<file path="src/rtl/vx_dram_arb_pkg.sv">
// Shared sizing helpers for the DRAM arbiter, so the cluster derives the same
// requester-index and DRAM tag widths as the arbiter.
package vx_dram_arb_pkg;

   function automatic int req_sel_bits(input int num_reqs);
      return (num_reqs > 1) ? $clog2(num_reqs) : 1;
   endfunction

   // The requester index sits in the tag LSBs, below the cache's own tag.
   function automatic int tag_out_width(input int tag_in_width, input int num_reqs);
      return tag_in_width + req_sel_bits(num_reqs);
   endfunction

endpackage

</file>
<file path="src/rtl/vx_dram_arb_rr_arbiter.sv">
// Round-robin arbiter: the scan starts at rr_ptr. The pointer moves to
// winner+1 only when a grant is actually taken (enable with any request).
module vx_dram_arb_rr_arbiter
   import vx_dram_arb_pkg::*;
#(
   parameter int NUM_REQS = 2,
   localparam int SEL_BITS = req_sel_bits(NUM_REQS)
) (
   input  logic                clk,
   input  logic                reset,
   input  logic                enable,
   input  logic [NUM_REQS-1:0] requests,
   output logic [SEL_BITS-1:0] grant_index,
   output logic [NUM_REQS-1:0] grant_onehot
);

   localparam logic [SEL_BITS:0] NUM_W = (SEL_BITS+1)'(NUM_REQS);
   localparam logic [SEL_BITS:0] ONE_W = (SEL_BITS+1)'(1);

   logic [SEL_BITS-1:0] rr_ptr_q, rr_ptr_d;
   logic [SEL_BITS:0]   cand;
   logic [SEL_BITS:0]   offset;
   logic [SEL_BITS:0]   next_ptr;
   logic                found;

   // The sum is one bit wider so that the mod-NUM_REQS wrap also works for a
   // NUM_REQS that is not a power of two.
   always_comb begin
      found        = 1'b0;
      grant_index  = rr_ptr_q;
      offset       = '0;
      cand         = '0;
      for (int k = 0; k < NUM_REQS; k++) begin
         cand = {1'b0, rr_ptr_q} + offset;
         if (cand >= NUM_W) begin
            cand = cand - NUM_W;
         end
         if (!found && requests[cand[SEL_BITS-1:0]]) begin
            found       = 1'b1;
            grant_index = cand[SEL_BITS-1:0];
         end
         offset = offset + ONE_W;
      end
      grant_onehot = found ? (NUM_REQS'(1) << grant_index) : '0;
      next_ptr = {1'b0, grant_index} + ONE_W;
      if (next_ptr >= NUM_W) begin
         next_ptr = '0;
      end
      rr_ptr_d = (enable && found) ? next_ptr[SEL_BITS-1:0] : rr_ptr_q;
   end

   always_ff @(posedge clk) begin
      if (reset) begin
         rr_ptr_q <= '0;
      end else begin
         rr_ptr_q <= rr_ptr_d;
      end
   end

endmodule

</file>
<file path="src/rtl/vx_dram_arb.sv">
// Shares one DRAM port among NUM_REQS cache masters. It has a round-robin grant
// into a one-entry output register and routes responses by tag. Optional perf
// counters are enabled with VX_DRAM_ARB_PERF_EN.
module vx_dram_arb
   import vx_dram_arb_pkg::*;
#(
   parameter int NUM_REQS      = 2,
   parameter int ADDR_WIDTH    = 26,
   parameter int DATA_WIDTH    = 128,
   parameter int TAG_IN_WIDTH  = 8,
   localparam int REQ_SEL_BITS  = req_sel_bits(NUM_REQS),
   localparam int TAG_OUT_WIDTH = tag_out_width(TAG_IN_WIDTH, NUM_REQS),
   localparam int BE_WIDTH      = DATA_WIDTH / 8
) (
   input  logic                               clk,
   input  logic                               reset,
   input  logic [NUM_REQS-1:0]                in_req_valid,
   input  logic [NUM_REQS-1:0]                in_req_rw,
   input  logic [NUM_REQS*BE_WIDTH-1:0]       in_req_byteen,
   input  logic [NUM_REQS*ADDR_WIDTH-1:0]     in_req_addr,
   input  logic [NUM_REQS*DATA_WIDTH-1:0]     in_req_data,
   input  logic [NUM_REQS*TAG_IN_WIDTH-1:0]   in_req_tag,
   output logic [NUM_REQS-1:0]                in_req_ready,
   output logic                               out_req_valid,
   output logic                               out_req_rw,
   output logic [BE_WIDTH-1:0]                out_req_byteen,
   output logic [ADDR_WIDTH-1:0]              out_req_addr,
   output logic [DATA_WIDTH-1:0]              out_req_data,
   output logic [TAG_OUT_WIDTH-1:0]           out_req_tag,
   input  logic                               out_req_ready,
   input  logic                               out_rsp_valid,
   input  logic [DATA_WIDTH-1:0]              out_rsp_data,
   input  logic [TAG_OUT_WIDTH-1:0]           out_rsp_tag,
   output logic                               out_rsp_ready,
   output logic [NUM_REQS-1:0]                in_rsp_valid,
   output logic [NUM_REQS*DATA_WIDTH-1:0]     in_rsp_data,
   output logic [NUM_REQS*TAG_IN_WIDTH-1:0]   in_rsp_tag,
   input  logic [NUM_REQS-1:0]                in_rsp_ready
`ifdef VX_DRAM_ARB_PERF_EN
   ,
   output logic [NUM_REQS*32-1:0]             perf_grants,
   output logic [31:0]                        perf_stalls
`endif
);

   if (NUM_REQS < 2) begin : g_bad_num_reqs
      $error("vx_dram_arb: NUM_REQS must be >= 2");
   end

   logic                     out_valid_q, out_valid_d;
   logic                     out_rw_q, out_rw_d;
   logic [BE_WIDTH-1:0]      out_byteen_q, out_byteen_d;
   logic [ADDR_WIDTH-1:0]    out_addr_q, out_addr_d;
   logic [DATA_WIDTH-1:0]    out_data_q, out_data_d;
   logic [TAG_OUT_WIDTH-1:0] out_tag_q, out_tag_d;

   logic                     can_load;
   logic                     load_en;
   logic                     accept;
   logic [REQ_SEL_BITS-1:0]  grant_idx;
   logic [NUM_REQS-1:0]      grant_onehot;
   logic [NUM_REQS-1:0]      ready_w;
   logic [REQ_SEL_BITS-1:0]  rsp_idx;
   logic                     rsp_idx_ok;
   int                       sel;

   // A grant is only offered when the output slot is free or draining this
   // cycle. This gives full throughput with a single register stage.
   assign can_load = !out_valid_q || out_req_ready;
   assign load_en  = can_load && !reset;

   vx_dram_arb_rr_arbiter #(
      .NUM_REQS     (NUM_REQS)
   ) u_rr_arbiter (
      .clk          (clk),
      .reset        (reset),
      .enable       (load_en),
      .requests     (in_req_valid),
      .grant_index  (grant_idx),
      .grant_onehot (grant_onehot)
   );

   assign ready_w      = grant_onehot & {NUM_REQS{load_en}};
   assign in_req_ready = ready_w;
   assign accept       = |ready_w;

   always_comb begin
      out_valid_d  = out_valid_q;
      out_rw_d     = out_rw_q;
      out_byteen_d = out_byteen_q;
      out_addr_d   = out_addr_q;
      out_data_d   = out_data_q;
      out_tag_d    = out_tag_q;
      sel          = int'(grant_idx);
      if (accept) begin
         out_valid_d  = 1'b1;
         out_rw_d     = in_req_rw[grant_idx];
         out_byteen_d = in_req_byteen[sel*BE_WIDTH +: BE_WIDTH];
         out_addr_d   = in_req_addr[sel*ADDR_WIDTH +: ADDR_WIDTH];
         out_data_d   = in_req_data[sel*DATA_WIDTH +: DATA_WIDTH];
         out_tag_d    = {in_req_tag[sel*TAG_IN_WIDTH +: TAG_IN_WIDTH], grant_idx};
      end else if (out_req_ready) begin
         out_valid_d = 1'b0;
      end
   end

   always_ff @(posedge clk) begin
      if (reset) begin
         out_valid_q <= 1'b0;
      end else begin
         out_valid_q <= out_valid_d;
      end
   end

   always_ff @(posedge clk) begin
      out_rw_q     <= out_rw_d;
      out_byteen_q <= out_byteen_d;
      out_addr_q   <= out_addr_d;
      out_data_q   <= out_data_d;
      out_tag_q    <= out_tag_d;
   end

   assign out_req_valid  = out_valid_q;
   assign out_req_rw     = out_rw_q;
   assign out_req_byteen = out_byteen_q;
   assign out_req_addr   = out_addr_q;
   assign out_req_data   = out_data_q;
   assign out_req_tag    = out_tag_q;

   // An index with no matching requester is accepted and dropped, so the DRAM
   // side can never deadlock on a bad tag.
   assign rsp_idx = out_rsp_tag[REQ_SEL_BITS-1:0];

   always_comb begin
      in_rsp_valid  = '0;
      out_rsp_ready = 1'b1;
      rsp_idx_ok    = 1'b0;
      for (int i = 0; i < NUM_REQS; i++) begin
         if (rsp_idx == REQ_SEL_BITS'(i)) begin
            rsp_idx_ok      = 1'b1;
            in_rsp_valid[i] = out_rsp_valid;
            out_rsp_ready   = in_rsp_ready[i];
         end
      end
   end

   assign in_rsp_data = {NUM_REQS{out_rsp_data}};
   assign in_rsp_tag  = {NUM_REQS{out_rsp_tag[TAG_OUT_WIDTH-1:REQ_SEL_BITS]}};

   a_rsp_idx_in_range : assert property (@(posedge clk) disable iff (reset)
      out_rsp_valid |-> rsp_idx_ok)
      else $error("vx_dram_arb: response tag index out of range");

`ifdef VX_DRAM_ARB_PERF_EN
   logic [31:0] perf_grants_q [NUM_REQS];
   logic [31:0] perf_grants_d [NUM_REQS];
   logic [31:0] perf_stalls_q, perf_stalls_d;

   always_comb begin
      perf_stalls_d = perf_stalls_q + 32'(out_valid_q && !out_req_ready);
      for (int i = 0; i < NUM_REQS; i++) begin
         perf_grants_d[i] = perf_grants_q[i] + 32'(ready_w[i]);
      end
   end

   always_ff @(posedge clk) begin
      if (reset) begin
         perf_stalls_q <= '0;
         for (int i = 0; i < NUM_REQS; i++) begin
            perf_grants_q[i] <= '0;
         end
      end else begin
         perf_stalls_q <= perf_stalls_d;
         for (int i = 0; i < NUM_REQS; i++) begin
            perf_grants_q[i] <= perf_grants_d[i];
         end
      end
   end

   for (genvar g = 0; g < NUM_REQS; g++) begin : g_perf_out
      assign perf_grants[g*32 +: 32] = perf_grants_q[g];
   end
   assign perf_stalls = perf_stalls_q;
`endif

endmodule

</file>
<file path="config.mk">
export PLATFORM = sky130hd
export DESIGN_NAME = vx_dram_arb
export DESIGN_NICKNAME = d
export VERILOG_FILES = /design/src/rtl/vx_dram_arb_pkg.sv /design/src/rtl/vx_dram_arb_rr_arbiter.sv /design/src/rtl/vx_dram_arb.sv
export SDC_FILE = /design/constraint.sdc
export NUM_CORES = 1
export LEC_CHECK = 0
export BUFFER_PORTS_ARGS = -buffer_cell sky130_fd_sc_hd__buf_2
export CAP_MARGIN = 25
export CELL_PAD_IN_SITES_DETAIL_PLACEMENT = 1
export CELL_PAD_IN_SITES_GLOBAL_PLACEMENT = 1
export CORE_AREA = 2 2 373 375
export CTS_CLUSTER_SIZE = 40
export DETAILED_ROUTE_END_ITERATION = 8
export DIE_AREA = 0 0 375 377
export PLACE_DENSITY_LB_ADDON = 0.1
export REMOVE_ABC_BUFFERS = 1
export SYNTH_ARGS = -nofsm -noshare
export SYNTH_HDL_FRONTEND = slang
export SYNTH_SLANG_ARGS = --single-unit
</file>
<file path="constraint.sdc">
create_clock -name clk -period 25.4 [get_ports clk]
set_input_delay 1.27 -clock clk [delete_from_list [all_inputs] [get_ports clk]]
set_output_delay 1.27 -clock clk [all_outputs]
set_load 0.005 [all_outputs]
</file>
==> results.py, run 1 <==
metrics = {
    "timing": {
        "fmax_mhz": 248,
        "fin_hold_ws_ns": 0.553,
        "tns_ns": 0,
        "post-route-period-util": 0.159,
        "drv_slew": 0,
        "rsz0062_at_grt": "false",
        "hold_viol_final": 0,
        "min_period_ns": 4.04,
        "fin_skew_ns": 0.0102,
        "tightest_slew_ns": 0.915,
        "setup_slack_ns": 21.36,
        "setup_violations": 0,
        "slew_headroom": 0.390,
    },
    "synth": {
        "syn-instance-count": 671,
        "synthXorXnorAreaFrac": 0,
        "yosys_warnings": 0,
        "syn-cell-area_um2": 10200,
        "synth-simple-area-share": 0.00592,
        "synth_compound_gate_area_share": 0.00148,
        "synth-seq-cells": 182,
        "synth_seq_area_share": 0.536,
        "synth_top_family_by_area": "multiplexers",
        "synthAdderAreaFrac": 0.00111,
        "synth.distinct_cells": 17,
        "synth_mux_area_frac": 0.236,
        "avgSynthCellArea_um2": 15.1,
    },
    "placement": {
        "io_buffers": 552,
        "place_area_um2": 13000,
        "gp_congestion": 0.929,
        "dpl.cell_count": 2733,
        "hpwl_um": 93600,
        "dp_worst_setup_slack_ns": 20.66,
    },
    "clock_tree": {
        "postCtsHoldBufs": 0,
        "clk_latency_ns": 0.54,
        "cts.path.max_buffers": 2,
        "cts_resized": 0,
        "cts_sinks": 182,
        "clkTransAtPathRegs_ns": 0.08,
        "tritoncts": "yes",
        "post-cts-setup-buffers": 0,
        "clockRootBuffer": "clkbuf_16",
        "cts-htree-levels": 4,
        "cts_buffers": 17,
    },
    "worst_setup_path": {
        "endpoint_kind": "flip-flop",
        "r2r_cells": 4,
        "rr_startpoint": "u_rr_arbiter.rr_ptr_q",
        "path_cells": "buf_2 > inv_2 > maj3_4 > buf_4 > buf_4 > mux2_2",
        "cp.arrival_ns": 4.33,
        "max_stage_delay_ns": 0.80,
        "critical_path.max_fanout": 49,
        "cpMaxStageDelayCell": "buf_4",
        "rrSetupSlack_ns": 21.88,
        "critPathKind": "input port to flip-flop",
        "required_ns": 25.69,
        "cp_common_cell": "buf_4",
        "critPathLaunchType": "input port",
        "r2r-end": "out_req_data[79]",
    },
    "cells_and_area": {
        "multiInputGateArea_um2": 2490,
        "most-common-layout-cells": "552 x buf_2, 180 x edfxtp_1, 99 x mux2_4",
        "layout_commonest_cell": "buf_2",
        "fill_cells": 15900,
        "finalInstanceArea_um2": 13700,
        "final_layout_size_suffix_gt1_frac": 0.798,
        "seq_area_um2": 5450,
        "area_growth_pct": 34.8,
        "final_nets": 1461,
        "post-route-util": 0.0999,
        "stdcell_count": 2773,
    },
    "floorplanning": {
        "initial_core_util": 0.0741,
        "ios": 961,
        "fp.dieH_um": 377,
        "core-area_um2": 137000,
        "die_area_um2": 141000,
        "rows": 136,
        "dieWidth_um": 375,
    },
    "routing": {
        "drc": 0,
        "vias": 7358,
        "drt-vias-per-instance": 2.65,
        "dr.pass1.iters": 4,
        "ant_nets": 0,
        "avgRoutedWirePerCell_um": 38.7,
        "drtIter0Drc": 467,
        "routed_wl_um": 107000,
    },
    "pwr": {
        "leakage_nw": 5.38,
        "finalPower_uw": 828,
        "peakVddDrop_uv": 52.0,
        "power_density_nw_per_um2": 60.5,
    },
    "grt": {
        "grt_pass1_wl_um": 124000,
        "use_met3": 0.206,
        "grt_most_used_layer": "met2",
        "grt-ovfl-total": 0,
        "grt_use_met1": 0.0992,
        "grt_pass1_vias": 7173,
        "grt_max_degree": 51,
        "antenna_found_initial": 32,
        "grt_use_total": 0.148,
        "met2_usage": 0.217,
    },
    "worst_hold_path": {
        "hp-start": "out_req_valid",
        "min_to": "out_req_valid",
        "hp-class": "flip-flop to flip-flop",
        "holdPathStages": 2,
    },
    "job": {
        "drv_cap": 0,
    },
    "status": {
        "status": "finished, final reports clean",
    },
}
[per-layer routing]
| metal | up-vias | wire, um |
|---|---|---|
| li1 | 2699 | - |
| met1 | 3375 | 27000 |
| met2 | 1105 | 45500 |
| met3 | 121 | 29900 |
| met4 | 58 | 2530 |
| met5 | - | 2380 |
[flip-flops by register name (all words and copies together), names as in the netlist]
register	count
out_req_byteen	16
u_rr_arbiter.rr_ptr_q	1
out_req_data	128
out_req_addr	26
out_req_rw	1
out_req_valid	1
out_req_tag	9
[kinds of logic (layout without fill, tap and decap cells)]
group | after synthesis | in the layout
mux | 180 | 180
compound gates | 3 | 3
fa+ha+maj | 1 | 1
simple gates | 12 | 12
flops | 182 | 182
buf+inv | 293 | 593
other cells | 0 | 8
[synthesized netlist by cell type (all sizes together)]
| cell | number | area, um^2 |
|---|---|---|
| and2 | 1 | 6.26 |
| inv | 1 | 3.75 |
| buf | 292 | 2220 |
| nor3 | 4 | 20.0 |
| nand2b | 1 | 6.26 |
| a21oi | 2 | 10.0 |
| edfxtp | 180 | 5410 |
| mux2 | 180 | 2400 |
| nand2 | 2 | 7.51 |
| nor2 | 2 | 7.51 |
| maj3 | 1 | 11.3 |
| dfxtp | 2 | 40.0 |
| o21ai | 1 | 5.00 |
| nor2b | 2 | 12.5 |
[report_power, final]
part	total, mW	switching (mW)	internal (mW)	leakage [nW]
clock	0.330	0.162	0.168	0.313
combinational	0.133	0.0607	0.0727	3.35
sequential	0.365	0.00673	0.358	1.72
total	0.828	0.230	0.599	5.38
[area by class of cell]
| type | count | share of cell area |
|---|---|---|
| antenna | 8 | 0.00146 |
| clock buffer | 17 | 0.0311 |
| clock inverter | 15 | 0.0155 |
| inverter | 1 | 0.000274 |
| multi-input combinational | 196 | 0.182 |
| sequential | 182 | 0.398 |
| tap | 1794 | 0.164 |
| timing repair buffer | 560 | 0.208 |
[worst max-delay path by stage]
| stage | depth (start not counted) | startpoint | endpoint |
|---|---|---|---|
| detailed placement | 6 | in_req_valid[0] | out_req_data[122] |
| CTS | 6 | in_req_valid[0] | out_req_data[79] |
| finish | 6 | in_req_valid[0] | out_req_data[79] |
| floorplan | 1 | reset | out_req_addr[0] |
| global placement | 6 | in_req_valid[0] | out_req_byteen[11] |
| global route | 6 | in_req_valid[0] | out_req_data[79] |
[worst max-delay path, delay by kind of cell]
| family | cells | cell delay (ns) |
|---|---|---|
| buffers and inverters | 4 | 1.76 |
| adders and majority gates | 1 | 0.70 |
| muxes | 1 | 0.41 |
(Power assumes the default switching activity.)
==> run 2, diff against run 1 <==
ABC_AREA = 1   (was not set)
CORE_AREA = 2 2 374 376   (was 2 2 373 375)
DIE_AREA = 0 0 376 378   (was 0 0 375 377)
clock period = 3.35 ns   (was 25.4 ns; I/O delays follow)
==> run 2 against run 1 <==
  * Register-to-register slack got worse by 21 ns
  * Synthesized cell count grew 58%
  * Power increased to 8.6 times the previous value
  * Worst setup slack lost 20 ns
  * Clock-buffer cell count unchanged
  * Core utilization is 2.4 points higher
  * Die area grew 0.53%
  * Critical endpoint is now out_req_data[38]
  * Largest cell class is now non-clock buffers
==> results.py, run 2 <==
metrics = {
    "synth": {
        "synth_seq_area_share": 0.553,
        "ys.flop_type": "edfxtp_1",
        "yosysTopAreaCell": "edfxtp_1",
        "synth.distinct_cells": 15,
        "ys_top_cells_by_area": "edfxtp_1 55%, buf_4 22%, nand2_1 21%",
        "syn-cell-area_um2": 9840,
        "yosys_warnings": 0,
        "synthTopCellsByCount": "545 x nand2_1, 282 x buf_4, 180 x edfxtp_1",
        "synth.top_cell.area_share": 0.549,
        "async_flop_share": 0,
        "avgSynthCellArea_um2": 9.30,
        "synth-seq-cells": 182,
        "syn-instance-count": 1059,
        "synth-edff-count": 180,
        "yosys.cell_count.top_type": "nand2_1",
    },
    "clock_tree": {
        "clk_latency_ns": 0.53,
        "cts_buffers": 17,
        "cts_sinks": 182,
        "cts.path.max_buffers": 2,
        "cts-htree-levels": 4,
        "clkTransAtPathRegs_ns": 0.08,
        "cts_resized": 0,
        "postCtsHoldBufs": 361,
        "clockRootBuffer": "clkbuf_16",
        "post-cts-setup-buffers": 0,
        "tritoncts": "yes",
    },
    "floorplanning": {
        "die_area_um2": 142000,
        "ios": 961,
        "rows": 137,
        "dieWidth_um": 376,
        "fp.dieH_um": 378,
        "core-area_um2": 139000,
        "initial_core_util": 0.0711,
    },
    "status": {
        "status": "finished, final reports clean",
    },
    "timing": {
        "min_period_ns": 2.42,
        "slew_headroom": 0.543,
        "post-route-period-util": 0.723,
        "drv_slew": 0,
        "fin_skew_ns": 0.0184,
        "fmax_mhz": 413,
        "hold_viol_final": 0,
        "tightest_slew_ns": 0.685,
        "setup_violations": 0,
        "rsz0062_at_grt": "false",
    },
    "routing": {
        "routed_wl_um": 114000,
        "dr.pass1.iters": 5,
        "vias": 10500,
        "drt-vias-per-instance": 2.97,
        "avgRoutedWirePerCell_um": 32.3,
        "drc": 0,
        "drtIter0Drc": 633,
        "ant_nets": 0,
    },
    "pwr": {
        "finalPower_mw": 7.12,
        "leakage_nw": 7.61,
        "peakVddDrop_uv": 243,
        "power_density_nw_per_um2": 416,
    },
    "grt": {
        "grt_pass1_vias": 10700,
        "grt_max_degree": 95,
        "grt_use_total": 0.157,
        "grt_pass1_wl_um": 137000,
        "grt-ovfl-total": 0,
        "antenna_found_initial": 21,
    },
    "cells_and_area": {
        "final_layout_size_suffix_gt1_frac": 0.351,
        "area_growth_pct": 74.0,
        "largest_reg_flops": 128,
        "layout_commonest_cell": "buf_2",
        "final_nets": 2196,
        "most-common-layout-cells": "552 x buf_2, 545 x nand2_1, 361 x dlygate4sd3_1",
        "finalInstanceArea_um2": 17100,
    },
    "worst_setup_path": {
        "critical_path.max_fanout": 39,
        "max_stage_delay_ns": 0.55,
        "required_ns": 3.75,
        "endpoint_kind": "flip-flop",
        "cpMaxStageDelayCell": "dlygate4sd3_1",
        "critPathKind": "input port to flip-flop",
        "path_cells": "dlygate4sd3_1 > buf_2 > o21ai_1 > nand2_8 > inv_6 > buf_4 > nand2_1 > nand2_1 > dlygate4sd3_1",
        "critPathLaunchType": "input port",
        "cp.arrival_ns": 2.82,
    },
    "placement": {
        "gp_congestion": 0.908,
        "hpwl_um": 97700,
        "place_area_um2": 12800,
        "io_buffers": 552,
    },
    "job": {
        "drv_cap": 0,
    },
    "worst_hold_path": {
        "hp-class": "input port to flip-flop",
    },
}
-- run 2: cell types whose count changed in the layout (fill, tap and decap cells not counted), sizes merged, moves of 4 or more --
cell         before  now
nand2             2  546
dlygate4sd3       0  361
mux2            180    1
inv               8   17
buf             560  564
nor3              4    0
-- run 2: stage by stage --
step / hold WS (ns) / cells / worst slack [ns] / util / setup TNS (ns)
final: 0.140 / 3519 / 0.929 / 0.124 / 0
after floorplan: 0.237 / 749 / -1.18 / - / -343.30
after global routing: 0.135 / 3517 / 0.702 / 0.124 / 0
after CTS: 0.0455 / 3512 / 0.882 / 0.124 / 0
after global placement: 0.335 / 3120 / 1.34 / 0.0925 / 0
after detailed placement: 0.335 / 3120 / 1.34 / 0.0925 / 0
-- run 2: cell families after synthesis --
kind of cell / synth area share
AO/OA/AOI/OAI: 0.00152
buffers and inverters: 0.234
flip-flops: 0.553
multiplexers: 0.00114
AND/OR/NAND/NOR: 0.211
-- run 2: power breakdown --
group	internal [mW]	switching, mW	leakage, nW
sequential	2.77	0.0604	1.75
combinational	0.881	0.781	5.53
clock	1.48	1.15	0.335
-- run 2: final cells by class --
| class | count | area (um^2) |
|---|---|---|
| Fill cell | 16400 | 121000 |
| Timing Repair Buffer | 925 | 6540 |
| Sequential cell | 182 | 5450 |
| Tap cell | 1807 | 2260 |
| Multi-Input combinational cell | 555 | 2110 |
| Clock buffer | 17 | 425 |
| Clock inverter | 14 | 267 |
| Inverter | 12 | 57.6 |
| Antenna cell | 7 | 17.5 |
-- run 2: path summary, 6_finish.rpt --
| check | start | to | slack (ns) | cells after the start |
|---|---|---|---|---|
| worst min-delay path | in_req_valid[1] | u_rr_arbiter.rr_ptr_q | 0.14 | 6 |
| worst min register to register | u_rr_arbiter.rr_ptr_q | u_rr_arbiter.rr_ptr_q | 0.58 | 4 |
| worst max register to register | u_rr_arbiter.rr_ptr_q | out_req_data[38] | 0.95 | 8 |
| worst max-delay path | in_req_valid[0] | out_req_data[38] | 0.93 | 9 |
-- run 2: critical path: cells and delay by family --
kind	cells	cell delay, ns
and+or+nand+nor	3	0.31
AOI/OAI and AO/OA	1	0.34
buffers and inverters	5	1.98
-- run 2: layer usage --
metal	share of wire	global-route usage	routed length [um]
met5	0.018	0.133	2070
met4	0.021	0.0391	2350
met3	0.26	0.213	29800
met2	0.41	0.227	47100
met1	0.28	0.112	32300
